### src/rtl/seven_seg_scan_driver.sv
// Two-digit multiplexed seven-segment driver. It scans BLANK0/SHOW0/BLANK1/SHOW1,
// applies PWM brightness inside each SHOW slot, and double-buffers pattern loads up to the frame boundary.
module seven_seg_scan_driver #(
  parameter int unsigned REFRESH_DIV  = 1000,
  parameter int unsigned BLANK_CYCLES = 4
) (
  input  logic       Clk,
  input  logic       Rst_n,
  input  logic       Load,
  input  logic [7:0] SegDig1,
  input  logic [7:0] SegDig2,
  input  logic [3:0] Brightness,
  output logic [7:0] SegOut,
  output logic [1:0] DigitEn,
  output logic       LoadAck,
  output logic [1:0] state_dbg
);

  // Load is a one-cycle strobe with no back-pressure: data is always accepted
  // into the pending pair on the edge where Load is high, and LoadAck pulses
  // once on the first BLANK0 cycle after that pair is promoted to active.

  typedef enum logic [1:0] {
    BLANK0 = 2'd0,
    SHOW0  = 2'd1,
    BLANK1 = 2'd2,
    SHOW1  = 2'd3
  } state_t;

  localparam logic [15:0] SHOW_LEN  = 16'(REFRESH_DIV);
  localparam logic [15:0] BLANK_LEN = 16'(BLANK_CYCLES);

  state_t      state_q, state_d;
  logic [15:0] cnt_q, cnt_d;
  logic [3:0]  phase_q, phase_d;
  logic [3:0]  bright_q, bright_d;
  logic [7:0]  act0_q, act1_q, pend0_q, pend1_q;
  logic        pend_flag_q;
  logic        is_show, slot_done, boundary;
  logic [7:0]  seg_d;
  logic [1:0]  en_d;

  assign is_show   = (state_q == SHOW0) || (state_q == SHOW1);
  // cnt_q counts cycles already spent in the current slot (0 only out of reset)
  assign slot_done = (cnt_q == (is_show ? SHOW_LEN : BLANK_LEN));
  assign state_dbg = state_q;

  always_comb begin
    state_d  = state_q;
    cnt_d    = cnt_q + 16'd1;
    phase_d  = is_show ? phase_q + 4'd1 : phase_q;
    bright_d = bright_q;
    boundary = 1'b0;
    if (slot_done) begin
      cnt_d   = 16'd1;
      phase_d = 4'd0;
      case (state_q)
        BLANK0: begin
          state_d  = SHOW0;
          bright_d = Brightness;
        end
        SHOW0:  state_d = BLANK1;
        BLANK1: begin
          state_d  = SHOW1;
          bright_d = Brightness;
        end
        SHOW1: begin
          state_d  = BLANK0;
          boundary = 1'b1;
        end
        default: state_d = BLANK0;
      endcase
    end
  end

  // Outputs are registered from next-state values so they line up with the slot
  always_comb begin
    seg_d = 8'h00;
    en_d  = 2'b00;
    case (state_d)
      SHOW0: begin
        en_d = 2'b01;
        if (phase_d < bright_d) seg_d = act0_q;
      end
      SHOW1: begin
        en_d = 2'b10;
        if (phase_d < bright_d) seg_d = act1_q;
      end
      default: begin
        seg_d = 8'h00;
        en_d  = 2'b00;
      end
    endcase
  end

  always_ff @(posedge Clk or negedge Rst_n) begin
    if (!Rst_n) begin
      state_q  <= BLANK0;
      cnt_q    <= 16'd0;
      phase_q  <= 4'd0;
      bright_q <= 4'd0;
      SegOut   <= 8'h00;
      DigitEn  <= 2'b00;
    end else begin
      state_q  <= state_d;
      cnt_q    <= cnt_d;
      phase_q  <= phase_d;
      bright_q <= bright_d;
      SegOut   <= seg_d;
      DigitEn  <= en_d;
    end
  end

  // A Load on the boundary edge lands in pending while the old pending is promoted
  always_ff @(posedge Clk or negedge Rst_n) begin
    if (!Rst_n) begin
      act0_q      <= 8'h00;
      act1_q      <= 8'h00;
      pend0_q     <= 8'h00;
      pend1_q     <= 8'h00;
      pend_flag_q <= 1'b0;
      LoadAck     <= 1'b0;
    end else begin
      if (boundary && pend_flag_q) begin
        act0_q  <= pend0_q;
        act1_q  <= pend1_q;
        LoadAck <= 1'b1;
      end else begin
        LoadAck <= 1'b0;
      end
      if (Load) begin
        pend0_q     <= SegDig1;
        pend1_q     <= SegDig2;
        pend_flag_q <= 1'b1;
      end else if (boundary) begin
        pend_flag_q <= 1'b0;
      end
    end
  end

endmodule

### config.mk
export PLATFORM = sky130hd
export DESIGN_NAME = seven_seg_scan_driver
export DESIGN_NICKNAME = d
export VERILOG_FILES = /design/src/rtl/seven_seg_scan_driver.sv
export SDC_FILE = /design/constraint.sdc
export NUM_CORES = 1
export LEC_CHECK = 0
export ABC_AREA = 1
export BUFFER_PORTS_ARGS = -buffer_cell sky130_fd_sc_hd__buf_2
export CORE_MARGIN = 2
export CORE_UTILIZATION = 29
export CTS_CLUSTER_SIZE = 8
export DETAILED_ROUTE_END_ITERATION = 8
export PLACE_DENSITY = 0.54
export REMOVE_ABC_BUFFERS = 1
export SYNTH_ARGS = -nofsm -noshare
export SYNTH_HDL_FRONTEND = slang
export SYNTH_SLANG_ARGS = --single-unit
### constraint.sdc
create_clock -name Clk -period 2.2 [get_ports Clk]
set_input_delay 0.33 -clock Clk [delete_from_list [all_inputs] [get_ports Clk]]
set_output_delay 0.33 -clock Clk [all_outputs]
set_load 0.01 [all_outputs]
======== Word-level counts from Yosys, hierarchy flattened ========
Cells that the tools add are included.
storage, ports and cells
  input port bits ......................... 23
  word-level logic and storage cells ...... 43
  output and inout port bits .............. 13
  bits in registers ....................... 70
operators by class
  eq/ne operators ......................... 6
  order comparisons ....................... 1
  reductions and logical operators ........ 5
  mux-type cells .......................... 17
  add/subtract/negate cells ............... 2
operator list
  operator               count
  $add 16x1->16 const B  1
  $eq 16x10->1           1
  $mux 16                1
  $mux 4                 4
  $mux 8                 2
  $pmux 8 s2             1
  $mux 10                1
  $pmux 2 s4             1
  $eq 2x2->1 const B     3
  $mux 1                 5
  $add 4x1->4 const B    1
  $eq 2x1->1 const B     2
  $lt 4x4->1             1
  $pmux 2 s2             1
  $logic_not 2->1        1
  $mux 2                 1
  $reduce_bool 2->1      1
  $reduce_or 2->1        1
  $logic_and 1x1->1      1
  $logic_or 1x1->1       1

======== Logic depth before layout (Yosys ltp) ========
  depth after elaboration ................. 8
  mapped depth ............................ 19
  mapped depth without buffers ............ 18

======== Worst setup path before layout ========
Ideal clock, no wire load.
  kind .................................... register to register
  from .................................... register cnt_q[0]
  to ...................................... register SegOut[0]
  required time ........................... 2.076 ns
  path buffers ............................ 1
  clock period less this slack ............ 2.258 ns
  setup slack ............................. -0.058 ns
  library setup time ...................... 0.124 ns
  arrival ................................. 2.134 ns
  stages on the path, launching flop included .. 19
  cells stage by stage .................... dfrtp_1 -> inv_1 -> ha_1 -> nand2_1 -> nor2_1 -> nand2_1 -> nor2_2 -> nand2_2 -> buf_6 -> inv_2 -> nand2_1 -> o21ai_1 -> inv_1 -> ha_1 -> nand2_1 -> inv_1 -> nand2_1 -> nand2_1 -> nor2_1
between the ends
  longest elaborated chain between the ends .. 5
  elaborated cells between the ends (all ways) .. 10
  those cells by class .................... 1 x order compare; 3 x eq/ne; 6 x mux
ends and longest elaborated chain
  item                       line    text
  from (decl)                34      logic [15:0] cnt_q, cnt_d;
  from (signal assigned)     106     cnt_q <= cnt_d;
  $eq 16x10->1 *             45      assign slot_done = (cnt_q == (is_show ? SHOW_LEN : BLANK_LEN));
  $mux 4 *                   54      if (slot_done) begin
  named net bright_d[3]      36      logic [3:0] bright_q, bright_d;
  $lt 4x4->1 *               83, 87
  $mux 8 (on tied branches)  87, 83
  $pmux 8 s2 *               80      case (state_d)
  named net seg_d[0]         40      logic [7:0] seg_d;
  to (signal assigned)       109     SegOut <= seg_d;
  to (decl)                  13      output logic [7:0] SegOut,
The timed path passes the listed nets; every way through them passes the cells marked *.
A chain may end at the register's enable or synchronous reset.

======== Worst setup path in the final report ========
  from .................................... register state_q[0], in the netlist state_dbg[0]
  to ...................................... register SegOut[7]
between the ends
  longest elaborated chain between the ends .. 8
  elaborated cells between the ends (all ways) .. 20
  those cells by class .................... 1 x order compare; 6 x eq/ne; 10 x mux; 3 x reduce/logical
ends and longest elaborated chain
  item                                      line    text
  from (decl)                               33      state_t state_q, state_d;
  from (signal assigned)                    105     state_q <= state_d;
  $eq 2x1->1 or $eq 2x2->1 (tied branches)  43      assign is_show = (state_q == SHOW0) || (state_q == SHOW1);
  $logic_or 1x1->1 *                        43
  $mux 10                                   45
  $eq 16x10->1                              45
  $mux 4 *                                  54
  named net phase_d[3]                      35      logic [3:0] phase_q, phase_d;
  $lt 4x4->1 *                              83, 87
  $mux 8 (on tied branches)                 87, 83
  $pmux 8 s2 *                              80
  named net seg_d[7]                        40
Marked as above.

==> out/metrics.csv <==
stage,metric,value,unit
run_status,status,completed,
clocking,TritonCTS buffer count,9,
die,I/O pins,36,
critical_path,critical path arrival,2.39,ns
yosys,"Seq/Total Area, Yosys",55.3,%
clocking,Max Root-Sink Buffers,2,
timing,unrepaired setup endpoints after global routing,true,
timing,Slew Limit Headroom,67.6,%
yosys,synth unique cells,29,
worst_hold_path,Min-Delay Path Class,input port to register,
timing,Tmin final,2.11,ns
timing,fin crit share,95.9,%
critical_path,Setup crit start kind,register,
yosys,Main synth FF type,dfrtp_1,
drt,Avg WL per Cell,11.4,µm
timing,count of pins over their slew limit,0,
finish,Antenna Cells,0,
yosys,Commonest cells post-synth,"nand2_1 (90), dfrtp_1 (70), inv_1 (59), nor2_1 (30), o21ai_1 (19)",
finish,P&R area growth vs syn,19.9,%
die,die width,109,µm
pwr,sequential power share,55.5,%
timing,"Setup violations, final",0,
die,die area,11800,µm²
clocking,Worst-Skew Late Latency,0.35,ns
die,FP Rows,38,
yosys,post-synth top area share,55.3,%
drt,Initial DRC Count,130,
yosys,Synth area leaders,"dfrtp_1 (55%), nand2_1 (11%), inv_1 (7.0%)",
pwr,P_leak,0.00199,µW
clocking,Root Buffer Master,clkbuf_8,
yosys,Yosys reg bits,70,
yosys,Post-synth EDFFs,0,
drt,final WL,6.33,mm
yosys,leading area contributor after synthesis,dfrtp_1,
die,area of the core,10700,µm²
timing,setup TNS,0,ns
critical_path,Worst EP required,2.48,ns
timing,Clock Skews,0.00791,ns
global_routing,"Remaining Overflow, GRT",0,
drt,DR pass1 iterations,4,
die,starting density of the core,29.5,%
critical_path,Crit. End Element,register,
global_routing,GR Util All Layers,11.9,%
drt,detailed-route DRC error count,0,
yosys,"count leader, synth",nand2_1,
yosys,Syn. warnings,0,
yosys,Post-Synthesis Cells,365,
pwr,total power draw,2380,µW
clocking,"CTS clk-pin slew, worst paths",0.08,ns
global_routing,first-pass GRT wire length,10.7,mm
pwr,"IR drop worst, VDD",0.222,mV
place,Final GP Congestion,0.777,
critical_path,worst-path maximum fanout,8,
timing,Worst Tran Pin Value,0.486,ns
pwr,PD cells,627,nW/µm²
pwr,share of total power in combinational logic,4.9,%
clocking,CTS Sinks,70,
drt,vias per cell,4.15,
finish,final net count,445,
timing,f_max,0.474,GHz
place,# port buffers,35,
timing,worst hold slack,0.182,ns
die,chip height,109,µm
run,Max-Cap Viols,0,
global_routing,largest net degree at the start of global routing,71,
finish,ratio of cells with drive above 1 in the final layout,21.6,%
yosys,synthesized area,3170,µm²
yosys,syn avg cell area,8.68,µm²
place,hpwl dp,4.36,mm
finish,filler instances,1176,
drt,via count,2310,
pwr,Int Power,1770,µW
yosys,fraction of registers with async set/reset,100,%
global_routing,vias in the first global route,2331,
pwr,Switching Fraction,25.6,%
pwr,P_sw,610,µW
clocking,H-tree levels,3,
critical_path,WS Path Type,register to register,
clocking,CTS tree,yes,
global_routing,initial antenna violation count,0,
drt,DRT antenna net count,0,
pwr,clock share of power,39.6,%
timing,Fin. Hold Viols,0,
==> placed cells by master (no fill, tap or decap), drive strengths merged <==
master,n
a211oi,1
a21oi,8
buf,42
clkbuf,10
clkinv,3
clkinvlp,2
dfrtp,70
dlygate4sd3,1
ha,11
inv,70
nand2,91
nand3,15
nor2,35
nor3,4
nor3b,1
nor4,1
o211a,1
o211ai,1
o21ai,38
o21bai,1
o41ai,1
or2,1
xnor2,2
xor2,6
==> final cells by class <==
cell class	count	area, µm²	share of cell area [%]
clock buffer	10	128	3.36
clock inverter	6	46.3	1.22
inverter	69	259	6.82
multi-input combinational	218	1190	31.3
sequential	70	1750	46.1
tap	140	175	4.61
timing repair buffer	43	250	6.59
==> what timing repair did <==
item                                    CTS  global route
setup buffers                             0             0
hold endpoints to repair                  7             0
pin swaps                                 1             4
gates resized for setup                   5            12
hold buffers                              1             0
endpoints found under the setup margin    8             8
==> stage by stage <==
step	utilization (%)	instance area [µm²]	cells	setup slack (ns)
final	35.3	3800	556	0.0903
after global routing	35.3	3800	556	-0.110
after CTS	34.8	3740	556	0.0360
after detailed placement	32.9	3540	539	-0.0879
after global placement	32.9	3540	539	0.0390
after floorplan	-	3120	357	-0.0385
==> power groups by stage <==
stage               Clock [µW]  Combinational (µW)  Sequential, µW
finish                     942                 117            1320
global route              1020                 139            1330
CTS                        976                 114            1320
detailed placement           0                 109            1350
global placement             0                 107            1350
floorplan                    0                41.0            1350
==> critical path, stage by stage, from the launching register on <==
cell and delay (ns):
dfrtp_1 0.46, buf_4 0.18, ha_1 0.20, nor2_2 0.14
nor2_1 0.08, xnor2_1 0.12, nor2_1 0.23, ha_4 0.25
a21oi_2 0.18, nand2_4 0.11, nor2_1 0.10
==> path summary, 6_finish.rpt <==
kind	startpoint	slack, ns	depth (start not counted)	to
min	SegDig1[1]	0.18	3	pend0_q[1]$_DFFE_PN0P_
max	state_dbg[0]$_DFF_PN0_	0.09	10	SegOut[7]$_DFF_PN0_
max in group asynchronous	Rst_n	1.36	3	act1_q[0]$_DFFE_PN0P_
min in group asynchronous	Rst_n	0.52	3	cnt_q[9]$_DFF_PN0_
min reg2reg	act1_q[1]$_DFFE_PN0P_	0.50	2	act1_q[1]$_DFFE_PN0P_
max reg2reg	state_dbg[0]$_DFF_PN0_	0.09	10	SegOut[7]$_DFF_PN0_
==> state kept, by name, summed over array words and instances (netlist names) <==
signal	count
cnt_q	16
act0_q	8
bright_q	4
DigitEn	2
act1_q	8
LoadAck	1
SegOut	8
pend_flag_q	1
state_dbg	2
pend0_q	8
phase_q	4
pend1_q	8
==> cells by family after synthesis <==
| kind of cell | count (synthesis) | share of synthesized area (%) |
|---|---|---|
| flops | 70 | 55.3 |
| compound gates | 51 | 9.04 |
| fa+ha+maj | 11 | 4.34 |
| xor+xnor | 8 | 2.21 |
| simple gates | 148 | 19.5 |
| buf+inv | 77 | 9.60 |
==> per-layer routing <==
metal / wire [µm] / up-vias / part of all wire, % / global-route usage (%)
met5: 0 / - / 0 / 0
met4: 81 / 0 / 1.3 / 3.57
met3: 200 / 9 / 3.2 / 3.62
met2: 3090 / 28 / 49 / 20.5
met1: 2960 / 1063 / 47 / 14.1
li1: - / 1210 / - / -
Note: power is estimated with default switching activity, not from simulation.
